**config.mk**
```make
export PLATFORM = sky130hd
export DESIGN_NAME = vend_core_flat
export DESIGN_NICKNAME = d
export VERILOG_FILES = /design/src/rtl/vend_pkg.sv /design/src/rtl/vend_if.sv /design/src/rtl/vend_change_unit.sv /design/src/rtl/vend_core.sv /design/src/flat_wrapper.sv
export SDC_FILE = /design/constraint.sdc
export NUM_CORES = 1
export LEC_CHECK = 0
export CAP_MARGIN = 30
export CELL_PAD_IN_SITES_DETAIL_PLACEMENT = 0
export CELL_PAD_IN_SITES_GLOBAL_PLACEMENT = 1
export CORE_ASPECT_RATIO = 1.1
export CORE_MARGIN = 2
export CORE_UTILIZATION = 40
export CTS_CLUSTER_DIAMETER = 50
export DETAILED_ROUTE_END_ITERATION = 12
export HOLD_SLACK_MARGIN = 0.06
export PLACE_DENSITY = 0.84
export SLEW_MARGIN = 20
export SYNTH_ARGS = -nofsm -noshare
export SYNTH_HDL_FRONTEND = slang
export SYNTH_HIERARCHICAL = 1
export SYNTH_SLANG_ARGS = --single-unit
```
**constraint.sdc**
```tcl
create_clock -name clk -period 5.8 [get_ports clk]
set_input_delay 0.58 -clock clk [delete_from_list [all_inputs] [get_ports clk]]
set_output_delay 0.58 -clock clk [all_outputs]
set_load 0.01 [all_outputs]
```
**src/rtl/vend_pkg.sv**
```systemverilog
// vend_pkg: coin values, FSM state and change-coin enums shared by the vending core
package vend_pkg;
    localparam int Q_VAL = 25;
    localparam int D_VAL = 10;
    localparam int N_VAL = 5;
    typedef enum logic [1:0] {ACCEPT, VEND, PAY_OUT} state_t;
    typedef enum logic [1:0] {COIN_NONE, COIN_Q, COIN_D, COIN_N} coin_t;
    function automatic int coin_value(input coin_t c);
        return c == COIN_Q ? Q_VAL : c == COIN_D ? D_VAL : c == COIN_N ? N_VAL : 0;
    endfunction
endpackage

```
**src/rtl/vend_if.sv**
```systemverilog
// vend_if: vending bus; master drives coins/sel/cancel/price/restock, slave returns dispense/change/status
interface vend_if #(
    parameter int NUM_BEV  = 4,
    parameter int CREDIT_W = 10
) ();
    localparam int IDX_W = NUM_BEV > 1 ? $clog2(NUM_BEV) : 1;
    logic                        inQuarter;
    logic                        inDime;
    logic                        inNickel;
    logic [NUM_BEV-1:0]          sel;
    logic                        cancel;
    logic [NUM_BEV*CREDIT_W-1:0] price;
    logic                        restock;
    logic [IDX_W-1:0]            restock_idx;
    logic [NUM_BEV-1:0]          outbev;
    logic                        outquarter;
    logic                        outdime;
    logic                        outnickel;
    logic                        coin_reject;
    logic                        deny;
    logic [CREDIT_W-1:0]         credit;
    logic [NUM_BEV-1:0]          empty;
    logic                        busy;
    modport master (
        output inQuarter, inDime, inNickel, sel, cancel, price, restock, restock_idx,
        input  outbev, outquarter, outdime, outnickel, coin_reject, deny, credit, empty, busy
    );
    modport slave (
        input  inQuarter, inDime, inNickel, sel, cancel, price, restock, restock_idx,
        output outbev, outquarter, outdime, outnickel, coin_reject, deny, credit, empty, busy
    );
endinterface

```
**src/rtl/vend_change_unit.sv**
```systemverilog
// vend_change_unit: greedy change pick (credit in -> coin, remainder out), purely combinational
import vend_pkg::*;
module vend_change_unit #(
    parameter int CREDIT_W = 10
) (
    input  logic [CREDIT_W-1:0] credit,
    output coin_t               coin,
    output logic [CREDIT_W-1:0] rem
);
    always_comb begin
        coin = credit >= CREDIT_W'(Q_VAL) ? COIN_Q :
               credit >= CREDIT_W'(D_VAL) ? COIN_D :
               credit >= CREDIT_W'(N_VAL) ? COIN_N : COIN_NONE;
        rem  = credit - CREDIT_W'(coin_value(coin));
    end
endmodule

```
**src/rtl/vend_core.sv**
```systemverilog
// vend_core: vending FSM (ACCEPT/VEND/PAY_OUT) with credit, stock and change; ports clk, rst, bus (vend_if.slave)
import vend_pkg::*;
module vend_core #(
    parameter int NUM_BEV    = 4,
    parameter int CREDIT_W   = 10,
    parameter int MAX_CREDIT = 500,
    parameter int STOCK_W    = 4
) (
    input logic   clk,
    input logic   rst,
    vend_if.slave bus
);
    localparam int IDX_W = NUM_BEV > 1 ? $clog2(NUM_BEV) : 1;
    state_t              state;
    logic [CREDIT_W-1:0] credit;
    logic [NUM_BEV-1:0]  nz;
    logic [NUM_BEV-1:0]  bev_q;
    logic                q_q, d_q, n_q, rej_q, deny_q;
    logic [IDX_W-1:0]    pick;
    logic [CREDIT_W-1:0] pick_price;
    logic                any_sel, any_coin, extra_coin, can_vend, vend_go;
    logic [CREDIT_W:0]   coin_val, coin_sum;
    coin_t               pay_coin;
    logic [CREDIT_W-1:0] pay_rem;
    always_comb begin
        pick = '0;
        for (int i = NUM_BEV - 1; i >= 0; i--)
            if (bus.sel[i]) pick = IDX_W'(i);
        pick_price = bus.price[int'(pick)*CREDIT_W +: CREDIT_W];
        any_sel    = |bus.sel;
        any_coin   = bus.inQuarter | bus.inDime | bus.inNickel;
        extra_coin = (bus.inQuarter & (bus.inDime | bus.inNickel)) | (bus.inDime & bus.inNickel);
        can_vend   = credit >= pick_price && nz[pick];
        vend_go    = state == ACCEPT && !bus.cancel && any_sel && can_vend;
        coin_val   = bus.inQuarter ? (CREDIT_W+1)'(Q_VAL) :
                     bus.inDime    ? (CREDIT_W+1)'(D_VAL) :
                     bus.inNickel  ? (CREDIT_W+1)'(N_VAL) : '0;
        coin_sum   = {1'b0, credit} + coin_val;
    end
    vend_change_unit #(.CREDIT_W(CREDIT_W)) u_change (
        .credit(credit),
        .coin  (pay_coin),
        .rem   (pay_rem)
    );
    // restock overrides a same-cycle decrement of the same channel
    for (genvar i = 0; i < NUM_BEV; i++) begin : g_stock
        logic [STOCK_W-1:0] cnt;
        always_ff @(posedge clk)
            if (rst || (bus.restock && bus.restock_idx == IDX_W'(i))) cnt <= '1;
            else if (vend_go && pick == IDX_W'(i)) cnt <= cnt - 1'b1;
        assign nz[i] = |cnt;
    end
    always_ff @(posedge clk) begin
        bev_q  <= '0;
        q_q    <= 1'b0;
        d_q    <= 1'b0;
        n_q    <= 1'b0;
        rej_q  <= 1'b0;
        deny_q <= 1'b0;
        if (rst) begin
            state  <= ACCEPT;
            credit <= '0;
        end else begin
            case (state)
                ACCEPT:
                    if (bus.cancel) begin
                        rej_q <= any_coin;
                        state <= credit != '0 ? PAY_OUT : ACCEPT;
                    end else if (vend_go) begin
                        rej_q  <= any_coin;
                        state  <= VEND;
                        bev_q  <= NUM_BEV'(1) << pick;
                        credit <= credit - pick_price;
                    end else begin
                        deny_q <= any_sel;
                        if (any_coin && coin_sum <= (CREDIT_W+1)'(MAX_CREDIT)) begin
                            credit <= coin_sum[CREDIT_W-1:0];
                            rej_q  <= extra_coin;
                        end else rej_q <= any_coin;
                    end
                VEND: begin
                    rej_q <= any_coin;
                    state <= credit != '0 ? PAY_OUT : ACCEPT;
                end
                PAY_OUT: begin
                    rej_q <= any_coin;
                    if (credit == '0) state <= ACCEPT;
                    else if (pay_coin == COIN_NONE) begin
                        credit <= '0;
                        state  <= ACCEPT;
                    end else begin
                        q_q    <= pay_coin == COIN_Q;
                        d_q    <= pay_coin == COIN_D;
                        n_q    <= pay_coin == COIN_N;
                        credit <= pay_rem;
                    end
                end
                default: state <= ACCEPT;
            endcase
        end
    end
    assign bus.outbev      = bev_q;
    assign bus.outquarter  = q_q;
    assign bus.outdime     = d_q;
    assign bus.outnickel   = n_q;
    assign bus.coin_reject = rej_q;
    assign bus.deny        = deny_q;
    assign bus.credit      = credit;
    assign bus.empty       = ~nz;
    assign bus.busy        = state != ACCEPT;
endmodule

```
**src/flat_wrapper.sv**
```systemverilog
// flat-port wrapper written by rule: the top's interface ports become plain ports
module vend_core_flat 
#(
    parameter int NUM_BEV    = 4,
    parameter int CREDIT_W   = 10,
    parameter int MAX_CREDIT = 500,
    parameter int STOCK_W    = 4
)
  (clk, rst, bus_inQuarter, bus_inDime, bus_inNickel, bus_sel, bus_cancel, bus_price, bus_restock, bus_restock_idx, bus_outbev, bus_outquarter, bus_outdime, bus_outnickel, bus_coin_reject, bus_deny, bus_credit, bus_empty, bus_busy);
  vend_if #(.NUM_BEV(NUM_BEV), .CREDIT_W(CREDIT_W)) bus_i ();
  input logic clk;
  input logic rst;
  input wire logic [$bits(bus_i.inQuarter)-1:0] bus_inQuarter;
  input wire logic [$bits(bus_i.inDime)-1:0] bus_inDime;
  input wire logic [$bits(bus_i.inNickel)-1:0] bus_inNickel;
  input wire logic [$bits(bus_i.sel)-1:0] bus_sel;
  input wire logic [$bits(bus_i.cancel)-1:0] bus_cancel;
  input wire logic [$bits(bus_i.price)-1:0] bus_price;
  input wire logic [$bits(bus_i.restock)-1:0] bus_restock;
  input wire logic [$bits(bus_i.restock_idx)-1:0] bus_restock_idx;
  output wire logic [$bits(bus_i.outbev)-1:0] bus_outbev;
  output wire logic [$bits(bus_i.outquarter)-1:0] bus_outquarter;
  output wire logic [$bits(bus_i.outdime)-1:0] bus_outdime;
  output wire logic [$bits(bus_i.outnickel)-1:0] bus_outnickel;
  output wire logic [$bits(bus_i.coin_reject)-1:0] bus_coin_reject;
  output wire logic [$bits(bus_i.deny)-1:0] bus_deny;
  output wire logic [$bits(bus_i.credit)-1:0] bus_credit;
  output wire logic [$bits(bus_i.empty)-1:0] bus_empty;
  output wire logic [$bits(bus_i.busy)-1:0] bus_busy;
  assign bus_i.inQuarter = bus_inQuarter;
  assign bus_i.inDime = bus_inDime;
  assign bus_i.inNickel = bus_inNickel;
  assign bus_i.sel = bus_sel;
  assign bus_i.cancel = bus_cancel;
  assign bus_i.price = bus_price;
  assign bus_i.restock = bus_restock;
  assign bus_i.restock_idx = bus_restock_idx;
  assign bus_outbev = bus_i.outbev;
  assign bus_outquarter = bus_i.outquarter;
  assign bus_outdime = bus_i.outdime;
  assign bus_outnickel = bus_i.outnickel;
  assign bus_coin_reject = bus_i.coin_reject;
  assign bus_deny = bus_i.deny;
  assign bus_credit = bus_i.credit;
  assign bus_empty = bus_i.empty;
  assign bus_busy = bus_i.busy;
  vend_core #(.NUM_BEV(NUM_BEV), .CREDIT_W(CREDIT_W), .MAX_CREDIT(MAX_CREDIT), .STOCK_W(STOCK_W)) u_core (.clk(clk), .rst(rst), .bus(bus_i));
endmodule
```
==> results.yml <==
timing:
  period_needed_ns: 4.60
  rsz0062_at_grt: "no"
  slew_viol_final: 0
  fin_skew_ns: 0.00511
  hold_viol: 0
  fmax_mhz: 218
  setup_tns_ns: 0
  fin_crit_sh: 0.792
  maxSlewHeadroom: 0.425
  worst_pin_slew_ns: 0.860
  setup_viol: 0
outcome:
  status: "complete, no violations"
cells_and_area:
  diodes: 0
  drive_gt1_frac: 0.0496
  n_fill_cell: 765
  fin_cells: 615
  nets: 590
  area_growth_pct: 30.0
detailed_routing:
  detail_route.wl_per_cell_microns: 15.5
  via_per_inst: 5.49
  num_vias: 3375
  dr.first_iter.drc_count: 173
  drt_first_pass_iters: 5
  drcViolationCount: 0
  antenna_left: 0
  wl_microns: 9540
global_route:
  grt_pass1_wl_microns: 15700
  overflow: 0
  grt_usage: 0.210
  grt_pass1_vias: 3327
  antenna_found_initial: 0
  grt_max_degree: 23
synthesis:
  async_reset_ff_frac: 0
  ys_seq_elements: 37
  synth_common_cells: "nor2_1 (43), dfxtp_1 (37), nand2_1 (33)"
  netlist_top_cells_area: "dfxtp_1 (22%), ha_1 (12%), nor2_1 (4.8%)"
  synth_area_sq_mm: 0.00336
  yosysWarnings: 6
  avgSynthCellArea_sq_um: 7.89
  ys_types: 63
  synthesis.nets: 513
  synth_top_area_share: 0.220
  yosysTopAreaCell: "dfxtp_1"
  synthFlopType: "dfxtp_1"
  synth_seq_area_share: 0.220
  syn_inst: 426
  synth_edf_count: 0
  yosysMostFrequentCell: "nor2_1"
clocking:
  cts_resized: 0
  cts_buffers: 5
  cts_hold_buffers: 0
  clock-sinks: 37
  htreeDepth: 2
  path_clk_slew_ns: 0.07
  post_cts_buffers: 0
  root_buffer: "clkbuf_8"
  clock_latency_ns: 0.29
  tritoncts: "done"
  clock_path_buffers: 2
place:
  dp.cells: 607
  io_buffers: 76
  gp_congestion: 0.907
  hpwl_microns: 7620
floorplan:
  pin_count: 77
  initial_utilization: 0.406
  dieWidth_microns: 91.4
  coreArea_sq_mm: 0.00828
  rows: 35
  die_h_microns: 100
  die_area_sq_mm: 0.00915
power:
  p_leak_nw: 1.75
  fin_total_pwr_mw: 2.05
  power_density_mw_per_mm2: 470
  irDropWorstVdd_mv: 0.148
worst_hold_path:
  hold_path.startpoint: "u_core/g_stock[0].cnt[3]$_SDFFE_PP1P_"
  hp-class: "flop to flop"
  hold_path_depth: 2
  min_to: "u_core/g_stock[0].cnt[3]$_SDFFE_PP1P_"
critical_path:
  required_ns: 5.99
  critPathMaxFanout: 15
  critPathLaunchType: "primary input"
  r2r_start: "u_core/bus.credit[1]$_SDFFE_PP0P_"
  cp-end-kind: "flop"
  reg2reg_setup_slack_ns: 2.14
  crit_arrival_ns: 4.78
  reg2reg_depth: 10
  crit_type: "primary input to flop"
  worstReg2RegEnd: "u_core/bus.credit[1]$_SDFFE_PP0P_"
run:
  max-cap-violations: 0
-- worst max path at each step --
stage | from | end | slack, ns
after floorplan | bus_sel[3] | u_core/g_stock[0].cnt[3]$_SDFFE_PP1P_ | 2.14
after global placement | bus_sel[1] | u_core/bus.coin_reject$_SDFF_PP0_ | 0.98
after detailed placement | bus_sel[1] | u_core/bus.credit[1]$_SDFFE_PP0P_ | 0.91
after CTS | bus_sel[1] | u_core/bus.credit[1]$_SDFFE_PP0P_ | 1.22
after global routing | bus_sel[1] | u_core/bus.credit[1]$_SDFFE_PP0P_ | 0.84
final | bus_sel[1] | u_core/bus.credit[1]$_SDFFE_PP0P_ | 1.20
-- cells by family (layout without fill, tap and decap cells) --
group	count (synthesis)	after routing	share of synthesized area
AOI/OAI and AO/OA	128	128	0.274
xor gates and xnor gates	33	33	0.0860
adders and majority gates	35	35	0.136
buffers and inverters	46	124	0.0551
DFF	37	37	0.220
muxes	3	3	0.00894
and+or+nand+nor	144	144	0.219
-- metrics by stage --
stage | util | worst slack, ns | area [sq um] | hold slack [ns]
2_1_floorplan | - | 2.14 | 3360 | 0.466
3_3_place_gp | 0.514 | 0.981 | 4250 | 0.484
3_5_place_dp | 0.514 | 0.909 | 4250 | 0.497
4_1_cts | 0.528 | 1.22 | 4370 | 0.516
5_1_grt | 0.528 | 0.844 | 4370 | 0.556
6_report | 0.528 | 1.20 | 4370 | 0.512
-- registers in the layout (all words and copies together), names as in the netlist --
signal and count:
u_core/bus.coin_reject 1, u_core/bus.credit 10, u_core/bus.deny 1, u_core/bus.outbev 4
u_core/bus.outdime 1, u_core/bus.outnickel 1, u_core/bus.outquarter 1, u_core/g_stock.cnt 16
u_core/state 2
-- worst max-delay path, stage by stage --
cell and delay (ns):
clkdlybuf4s50_1 0.48, buf_4 0.19, nor2b_1 0.06, buf_4 0.16, a22oi_1 0.15, nor2_1 0.05
a221oi_1 0.34, inv_1 0.11, fa_1 0.41, nand2b_1 0.19, a211oi_1 0.26, o31ai_1 0.18
a221oi_4 0.67, buf_4 0.31, mux2i_1 0.25, a22oi_1 0.09, a211oi_1 0.28
-- final cells by class --
type | instances | area (sq um) | area share
multi-input cells | 343 | 2430 | 0.557
repair buffers | 83 | 813 | 0.186
flip-flops and latches | 37 | 741 | 0.170
well taps | 111 | 139 | 0.0318
inverters | 33 | 124 | 0.0284
clock buffers | 7 | 86.3 | 0.0198
clock inverters | 1 | 30.0 | 0.00688
-- layout by cell type (no fill, tap or decap), types with 3 or more instances in the layout --
master           instances
a211oi_1                16
a21o_1                   4
a21oi_1                 28
a221oi_1                 9
a22oi_1                 14
a31oi_1                  7
buf_4                    7
clkbuf_8                 6
clkdlybuf4s50_1         76
dfxtp_1                 37
fa_1                     3
ha_1                    31
inv_1                   30
mux2i_1                  3
nand2_1                 33
nand2b_1                15
nand3_1                  9
nor2_1                  43
nor2b_1                  6
nor3_1                   9
nor3b_1                  6
nor4_2                   4
o211ai_1                 6
o21a_1                   4
o21ai_0                 13
o21bai_1                 3
or3_1                    3
or4_1                    4
xnor2_1                 16
xor2_1                  17
-- report_power, final --
group / leakage (nW) / total [mW] / internal [mW] / switching, mW
clock network: 0.0585 / 0.231 / 0.140 / 0.0908
logic: 1.39 / 1.41 / 0.632 / 0.780
registers: 0.302 / 0.410 / 0.296 / 0.114
-- routing by layer --
layer,track usage,part of all wire,vias up,wire [microns]
li1,-,-,1723,-
met3,0.0308,0.047,15,449
met4,0.0536,0.018,0,169
met2,0.373,0.48,110,4560
met1,0.266,0.46,1527,4360
met5,0,0,-,0
No activity file was read; power rests on OpenSTA's default activity.
